===== config.mk =====
export PLATFORM = sky130hd
export DESIGN_NAME = spu_pipe_stage_reg
export DESIGN_NICKNAME = d
export VERILOG_FILES = /design/src/rtl/spu_pipe_pkg.sv /design/src/rtl/spu_skid_slot.sv /design/src/rtl/spu_pipe_stage_reg.sv
export SDC_FILE = /design/constraint.sdc
export NUM_CORES = 2
export LEC_CHECK = 0
export CELL_PAD_IN_SITES_DETAIL_PLACEMENT = 1
export CELL_PAD_IN_SITES_GLOBAL_PLACEMENT = 2
export CORE_AREA = 2 2 673 675
export DETAILED_ROUTE_END_ITERATION = 8
export DIE_AREA = 0 0 675 677
export PLACE_DENSITY_LB_ADDON = 0.1
export SETUP_SLACK_MARGIN = 0.15
export SLEW_MARGIN = 20
export SYNTH_ARGS = -nofsm -noshare
export SYNTH_HDL_FRONTEND = slang
export SYNTH_HIERARCHICAL = 1
export SYNTH_SLANG_ARGS = --single-unit

===== constraint.sdc =====
create_clock -name clk -period 38.6 [get_ports clk]
set_clock_uncertainty 0.2 [all_clocks]
set_input_delay 7.72 -clock clk [delete_from_list [all_inputs] [get_ports clk]]
set_output_delay 7.72 -clock clk [all_outputs]
set_load 0.005 [all_outputs]

===== src/rtl/spu_pipe_pkg.sv =====
// Shared widths and per-lane payload layout for the SPU pipeline stage registers.
// Module width parameters default to these constants; lane fields are sized by them.
package spu_pipe_pkg;

    localparam int SPU_LANES  = 2;
    localparam int SPU_DATA_W = 128;
    localparam int SPU_ADDR_W = 7;
    localparam int SPU_CTRL_W = 4;
    localparam int SPU_IMM_W  = 18;
    localparam int SPU_CNT_W  = 16;

    typedef struct packed {
        logic                  reg_wr_en;
        logic                  source;
        logic [SPU_CTRL_W-1:0] control;
        logic [SPU_DATA_W-1:0] data_ra;
        logic [SPU_DATA_W-1:0] data_rb;
        logic [SPU_DATA_W-1:0] data_rc;
        logic [SPU_ADDR_W-1:0] addr_ra;
        logic [SPU_ADDR_W-1:0] addr_rb;
        logic [SPU_IMM_W-1:0]  imm;
    } lane_payload_t;

endpackage


===== src/rtl/spu_skid_slot.sv =====
// One storage entry (payload + valid) of the stage register.
// Latency: load visible the cycle after the edge. No flow control of its own; flush beats load and clear.
module spu_skid_slot #(
    parameter int W = 8
) (
    input  logic         clk,
    input  logic         reset,
    input  logic         load_i,
    input  logic         clear_i,
    input  logic         flush_i,
    input  logic [W-1:0] d_i,
    output logic         vld_o,
    output logic [W-1:0] dat_o
);

    logic         vld_q;
    logic         vld_d;
    logic [W-1:0] dat_q;

    always_comb begin
        vld_d = vld_q;
        if (flush_i) begin
            vld_d = 1'b0;
        end else if (load_i) begin
            vld_d = 1'b1;
        end else if (clear_i) begin
            vld_d = 1'b0;
        end
    end

    // Payload is only zeroed by reset; a flushed entry keeps stale data behind a cleared valid.
    always_ff @(posedge clk or posedge reset) begin
        if (reset) begin
            vld_q <= 1'b0;
            dat_q <= '0;
        end else begin
            vld_q <= vld_d;
            if (load_i && !flush_i) begin
                dat_q <= d_i;
            end
        end
    end

    assign vld_o = vld_q;
    assign dat_o = dat_q;

endmodule


===== src/rtl/spu_pipe_stage_reg.sv =====
// Multi-lane pipeline stage register with a 2-entry skid buffer, flush, lane squash and stall counter.
// Latency: 1 cycle; 1 beat/cycle sustained. in_ready comes from SKID state only, so out_ready never reaches upstream.
module spu_pipe_stage_reg
    import spu_pipe_pkg::*;
#(
    parameter int LANES  = SPU_LANES,
    parameter int DATA_W = SPU_DATA_W,
    parameter int ADDR_W = SPU_ADDR_W,
    parameter int CTRL_W = SPU_CTRL_W,
    parameter int IMM_W  = SPU_IMM_W,
    parameter int CNT_W  = SPU_CNT_W
) (
    input  logic                    clk,
    input  logic                    reset,
    input  logic                    flush,
    input  logic [LANES-1:0]        lane_kill,
    input  logic                    in_valid,
    output logic                    in_ready,
    input  logic [LANES-1:0]        in_reg_wr_en,
    input  logic [LANES-1:0]        in_source,
    input  logic [LANES*CTRL_W-1:0] in_control,
    input  logic [LANES*DATA_W-1:0] in_data_ra,
    input  logic [LANES*DATA_W-1:0] in_data_rb,
    input  logic [LANES*DATA_W-1:0] in_data_rc,
    input  logic [LANES*ADDR_W-1:0] in_addr_ra,
    input  logic [LANES*ADDR_W-1:0] in_addr_rb,
    input  logic [LANES*IMM_W-1:0]  in_imm,
    output logic                    out_valid,
    input  logic                    out_ready,
    output logic [LANES-1:0]        out_reg_wr_en,
    output logic [LANES-1:0]        out_source,
    output logic [LANES*CTRL_W-1:0] out_control,
    output logic [LANES*DATA_W-1:0] out_data_ra,
    output logic [LANES*DATA_W-1:0] out_data_rb,
    output logic [LANES*DATA_W-1:0] out_data_rc,
    output logic [LANES*ADDR_W-1:0] out_addr_ra,
    output logic [LANES*ADDR_W-1:0] out_addr_rb,
    output logic [LANES*IMM_W-1:0]  out_imm,
    output logic [1:0]              occupancy,
    output logic [CNT_W-1:0]        stall_cnt
);

    localparam int PW = LANES * $bits(lane_payload_t);

    lane_payload_t [LANES-1:0] in_pl;
    lane_payload_t [LANES-1:0] out_pl;
    logic [PW-1:0]             main_d;
    logic [PW-1:0]             main_dat;
    logic [PW-1:0]             skid_dat;
    logic                      main_vld;
    logic                      skid_vld;
    logic                      accept;
    logic                      pop;
    logic                      main_free;
    logic                      main_load;
    logic                      main_clear;
    logic                      skid_load;
    logic                      skid_clear;
    logic [CNT_W-1:0]          stall_cnt_q;
    logic [CNT_W-1:0]          stall_cnt_d;

    always_comb begin
        in_pl = '0;
        for (int i = 0; i < LANES; i++) begin
            in_pl[i].reg_wr_en = in_reg_wr_en[i] & ~lane_kill[i];
            in_pl[i].source    = in_source[i];
            in_pl[i].control   = in_control[i*CTRL_W +: CTRL_W];
            in_pl[i].data_ra   = in_data_ra[i*DATA_W +: DATA_W];
            in_pl[i].data_rb   = in_data_rb[i*DATA_W +: DATA_W];
            in_pl[i].data_rc   = in_data_rc[i*DATA_W +: DATA_W];
            in_pl[i].addr_ra   = in_addr_ra[i*ADDR_W +: ADDR_W];
            in_pl[i].addr_rb   = in_addr_rb[i*ADDR_W +: ADDR_W];
            in_pl[i].imm       = in_imm[i*IMM_W +: IMM_W];
        end
    end

    assign in_ready  = !skid_vld;
    assign out_valid = main_vld;
    assign accept    = in_valid && in_ready;
    assign pop       = main_vld && out_ready;
    assign main_free = !main_vld || pop;

    // An occupied SKID forces in_ready low, so a SKID->MAIN refill never races an accept.
    assign main_load  = (pop && skid_vld) || (accept && main_free);
    assign main_d     = skid_vld ? skid_dat : in_pl;
    assign main_clear = pop && !main_load;
    assign skid_load  = accept && !main_free;
    assign skid_clear = pop && skid_vld;

    spu_skid_slot #(.W(PW)) u_main (
        .clk     (clk),
        .reset   (reset),
        .load_i  (main_load),
        .clear_i (main_clear),
        .flush_i (flush),
        .d_i     (main_d),
        .vld_o   (main_vld),
        .dat_o   (main_dat)
    );

    spu_skid_slot #(.W(PW)) u_skid (
        .clk     (clk),
        .reset   (reset),
        .load_i  (skid_load),
        .clear_i (skid_clear),
        .flush_i (flush),
        .d_i     (in_pl),
        .vld_o   (skid_vld),
        .dat_o   (skid_dat)
    );

    assign occupancy = {main_vld & skid_vld, main_vld ^ skid_vld};

    always_comb begin
        stall_cnt_d = stall_cnt_q;
        if (main_vld && !out_ready && (stall_cnt_q != {CNT_W{1'b1}})) begin
            stall_cnt_d = stall_cnt_q + 1'b1;
        end
    end

    always_ff @(posedge clk or posedge reset) begin
        if (reset) begin
            stall_cnt_q <= '0;
        end else begin
            stall_cnt_q <= stall_cnt_d;
        end
    end

    assign stall_cnt = stall_cnt_q;
    assign out_pl    = main_dat;

    always_comb begin
        out_reg_wr_en = '0;
        out_source    = '0;
        out_control   = '0;
        out_data_ra   = '0;
        out_data_rb   = '0;
        out_data_rc   = '0;
        out_addr_ra   = '0;
        out_addr_rb   = '0;
        out_imm       = '0;
        for (int i = 0; i < LANES; i++) begin
            out_reg_wr_en[i]                 = out_pl[i].reg_wr_en;
            out_source[i]                    = out_pl[i].source;
            out_control[i*CTRL_W +: CTRL_W]  = out_pl[i].control;
            out_data_ra[i*DATA_W +: DATA_W]  = out_pl[i].data_ra;
            out_data_rb[i*DATA_W +: DATA_W]  = out_pl[i].data_rb;
            out_data_rc[i*DATA_W +: DATA_W]  = out_pl[i].data_rc;
            out_addr_ra[i*ADDR_W +: ADDR_W]  = out_pl[i].addr_ra;
            out_addr_rb[i*ADDR_W +: ADDR_W]  = out_pl[i].addr_rb;
            out_imm[i*IMM_W +: IMM_W]        = out_pl[i].imm;
        end
    end

endmodule


Yosys cells after proc, flatten, opt, wreduce, memory -nomap -nowiden
Index checks and enable logic that the tools add are counted.
Storage, ports and cells
  bits in registers: 1706
  input bits: 851
  output and inout bits: 864
  logic and storage cells: 40
Operators by class
  add/subtract/negate cells: 1
  equality and inequality tests: 1
  muxes and demuxes: 7
  bitwise operators: 6
  reductions and logical operators: 20
Operators by type and width (number)
  844-bit 2-to-1 mux: 1
  16-bit by 1-bit adder with 16-bit output, second input constant: 1
  16-bit != test, second input constant: 1
  1-bit logical AND: 10
  1-bit zero test: 6
  1-bit 2-to-1 mux: 6
  3-bit nonzero test: 2
  1-bit AND: 3
  1-bit logical OR: 2
  1-bit inverter: 2
  1-bit bitwise XOR: 1

Logic depth before layout (Yosys ltp)
  depth after elaboration: 9
  depth in mapped cells: 11
  depth with buffers taken out: 5

Modules after synthesis
The synthesis kept the hierarchy.
By module, submodules not included
  spu_skid_slot: times used 2, cells an instance 1788, area each 32020.7 sq um, sequential area each 21145.3 sq um
  spu_pipe_stage_reg: times used 1, cells an instance 1022, area each 10810.4 sq um, sequential area each 400.4 sq um

Worst setup path after synthesis
Ideal clock, no wire load.
  kind: input to register
  from: input out_ready
  to: register u_skid.dat_q[476], in the netlist u_skid/dat_o[476]
  setup time: 125 ps
  data arrival time: 9136 ps
  required time: 38275 ps
  setup slack: 29139 ps
  stages on the path: 8
  path buffers: 4
  path through: and2b_1 -> and3_1 -> nor2b_1 -> buf_6 -> buf_6 -> buf_6 -> buf_6 -> mux2_4
On the way
  word-level cells in the longest chain between the ends: 5
RTL lines
  start, declared: line spu_pipe_stage_reg.sv:29  | input logic out_ready,
  1-bit logical AND: line spu_pipe_stage_reg.sv:80  | assign pop = main_vld && out_ready;
  1-bit logical OR: line spu_pipe_stage_reg.sv:81  | assign main_free = !main_vld || pop;
  1-bit zero test: line spu_pipe_stage_reg.sv:87  | assign skid_load = accept && !main_free;
  1-bit logical AND: line spu_pipe_stage_reg.sv:87
  named net skid_load: line spu_pipe_stage_reg.sv:57  | logic skid_load;
  1-bit logical AND: line spu_skid_slot.sv:38  | if (load_i && !flush_i) begin
  end signal, assigned: line spu_skid_slot.sv:39  | dat_q <= d_i;
  end, declared: line spu_skid_slot.sv:18  | logic [W-1:0] dat_q;
The timed path passes the listed nets, and every way through them passes these cells.
A chain may end at the register's enable or synchronous reset.

Final worst setup path
  from: input out_ready
  to: register u_main.dat_q[564], in the netlist u_main/dat_o[564]
On the way
  word-level cells in the longest chain between the ends: 5
  elaborated cells on any way between the ends: 6
  classes of those cells: 6 x reduce/logical
RTL lines
  1-bit logical AND *: line spu_pipe_stage_reg.sv:80
  1-bit logical OR: line spu_pipe_stage_reg.sv:81
  1-bit logical AND: line spu_pipe_stage_reg.sv:84  | assign main_load = (pop && skid_vld) || (accept && main_free);
  1-bit logical OR *: line spu_pipe_stage_reg.sv:84
  named net main_load: line spu_pipe_stage_reg.sv:55  | logic main_load;
  1-bit logical AND *: line spu_skid_slot.sv:38
  end signal, assigned: line spu_skid_slot.sv:39
  end, declared: line spu_skid_slot.sv:18
The timed path passes the listed nets; every way through them passes the cells marked *.

==> run_results.csv <==
group,metric,value,unit
outcome,status,"finished, final reports clean",
cells_and_area,fin_nets,7192,
cells_and_area,synthToLayoutAreaGrowth,41.1,%
worst_setup_path,crit_path_start_kind,"primary input",
synthesis,synth_compound_area_share,0.0786,%
flow_run,max_cap_viol_count,0,
worst_setup_path,cp_data_required_time,39170,ps
detailed_routing,first_iter_violations,1269,
detailed_routing,drc_errors,0,
synthesis,seq_area_frac_synth,57.0,%
cells_and_area,drive_gt1_share,45.3,%
cells_and_area,final_common_cell,"mux2_2",
synthesis,ys_seq_elements,1706,
timing,drv_slew,0,
die,core_region_area,451000,sq um
synthesis,netlist_instances,4598,
die,fp.dieW,675,microns
die,die-area,457000,sq um
synthesis,synthMuxAreaShare,39.7,%
worst_setup_path,r2r_slack,30330,ps
timing,fmax,0.0681,GHz
worst_setup_path,critPathLaunch,"out_ready",
cts,post_cts.repair.setup_buffers,0,
worst_hold_path,hp-start,"u_skid/dat_o[14]",
cts,cts_hold_buf,0,
placed_design,io_buffers,1714,
synthesis,synth_area_per_cell,16.3,sq um
die,initial_core_util,16.6,%
synthesis,synthXorXnorAreaFrac,0.164,%
cts,clkTransAtPathRegs,50,ps
cells_and_area,layout_common_cells,"mux2_2, clkdlybuf4s50_1, dfrtp_1",
die,num_io_pins,1715,
timing,fin_ws,23920,ps
timing,slew_headroom,20.4,%
grt,track_usage,14.8,%
cts,cts_buffer_depth,4,
timing,timing.final.crit_share,38.0,%
pwr,ir_worst_vdd,33.5,uV
timing,hold_violations,0,
detailed_routing,first_pass_iters,4,
cts,post_cts_resized,0,
cts,cts_sinks,1706,
grt,grt_max_degree,132,
synthesis,ys_warn_count,6,
pwr,leakage,42.1,nW
worst_setup_path,crit_fanout,62,
worst_setup_path,worstSetupEndpointType,"flip-flop",
placed_design,hpwl,255000,microns
cts,cts_tree,"done",
worst_hold_path,hp-class,"reg2reg",
timing,hold_ws,297,ps
timing,finalSetupViolations,0,
synthesis,synth-simple-area-share,0.338,%
detailed_routing,vias,46900,
timing,rsz0062_at_grt,"no",
detailed_routing,viasPerCell,3.74,
die,rows,247,
cts,clockRootBuffer,"clkbuf_16",
timing,tns,0,ps
cts,clock_latency,930,ps
cts,htree_levels,4,
cts,cts_made_buffers,230,
grt,antenna_found_initial,277,
worst_setup_path,rr_startpoint,"u_skid/vld_o",
grt,grt_pass1_vias,51700,
placed_design,routabilityCongestion,0.759,
detailed_routing,drt-total-wl,347000,microns
synthesis,syn_area,74900,sq um
detailed_routing,wire_per_inst,27.7,microns
timing,worstMarginPinSlew,1190,ps
grt,grt_pass1_wl,472000,microns
pwr,power-per-cell-area,58.4,nW/um^2
synthesis,synth_top_family_by_area,"multiplexers",
placed_design,pre_cts_ws,22640,ps
die,chipHeight,677,microns
synthesis,synthDistinctLibCells,27,
grt,grt_overflow,0,
synthesis,syn_nets,5451,
detailed_routing,postRouteAntennaNets,0,
synthesis,synthAdderAreaFrac,0.0334,%
worst_setup_path,critPathArrivalTime,15250,ps
timing,fin_crit,14680,ps
worst_setup_path,criticalPathCategory,"in2reg",
synth_stat cells (all sizes together):
library cell	n	area (sq um)
and3	3	18.8
ha	2	25.0
nor2b	4	25.0
xnor2	5	43.8
xor2	9	78.8
nand2b	3	18.8
buf	273	1920
nor4	4	25.0
mux2	2533	29700
nand4	5	31.3
dfrtp	1706	42700
nand2	12	45.0
nand3	5	25.0
or2	1	6.26
and4	1	8.76
o21ai	1	5.00
nor2	3	11.3
a21oi	3	15.0
and2b	1	7.51
o41a	1	11.3
nor3	6	30.0
inv	7	26.3
clkbuf	9	33.8
o41ai	1	27.5
registers in the layout (all words and copies together) (netlist names):
register	count
u_main/vld_o	1
u_skid/dat_o	844
stall_cnt	16
u_main/dat_o	844
u_skid/vld_o	1
critical path: stages:
cell and delay (ps):
clkdlybuf4s50_1 520, nand2b_1 210, o21ai_0 110, a21oi_1 200
nor2b_4 460, buf_4 800, buf_4 750, buf_4 540
buf_4 700, buf_4 860, buf_4 810, buf_4 880
mux2_4 350
logic make-up (layout without fill, tap and decap cells):
group | after synthesis | in the layout
buffers and inverters | 289 | 2205
adders and majority gates | 2 | 2
DFF | 1706 | 1706
other | 0 | 47
muxes | 2533 | 2533
AOI/OAI and AO/OA | 6 | 6
xor gates and xnor gates | 14 | 14
and+or+nand+nor | 48 | 48
where the power goes:
part	switching, mW	leakage, nW	internal, mW
sequential	0.256	20.5	2.28
combinational	0.592	17.9	0.933
clock	0.888	3.58	1.23
total	1.74	42.1	4.43
metrics by stage:
step                std cells  cell area, sq um  total power [mW]  util, %
global placement        12100             98200              4.10     21.8
global route            12500            106000              6.53     23.4
floorplan                4598             74900              3.18        -
detailed placement      12100             98200              4.14     21.8
finish                  12500            106000              6.17     23.4
CTS                     12500            106000              6.35     23.4
path summary, 6_finish.rpt:
kind | to | cells past startpoint
worst max-delay path | u_main/dat_o[564] | 13
worst min-delay path | u_skid/dat_o[14] | 1
worst max register to register | u_main/dat_o[564] | 12
worst min register to register | u_skid/dat_o[14] | 1
max in group asynchronous | u_skid/dat_o[759] | 7
min in group asynchronous | u_main/dat_o[358] | 2
area by class of cell:
cell class,count,area [sq um]
Clock inverter,45,419
Inverter,7,41.3
Sequential cell,1706,42700
Timing Repair Buffer,1791,17900
Antenna cell,47,118
Clock buffer,362,6850
Fill cell,48500,345000
Tap cell,5976,7480
Multi-Input combinational cell,2603,30200
metal layers:
layer	share of wire, %	track usage (%)
met5	0.26	0
met4	3.4	4.27
met3	7.9	5.39
met2	52	27.3
met1	36	15.6
No activity file was read; power rests on OpenSTA's default activity.
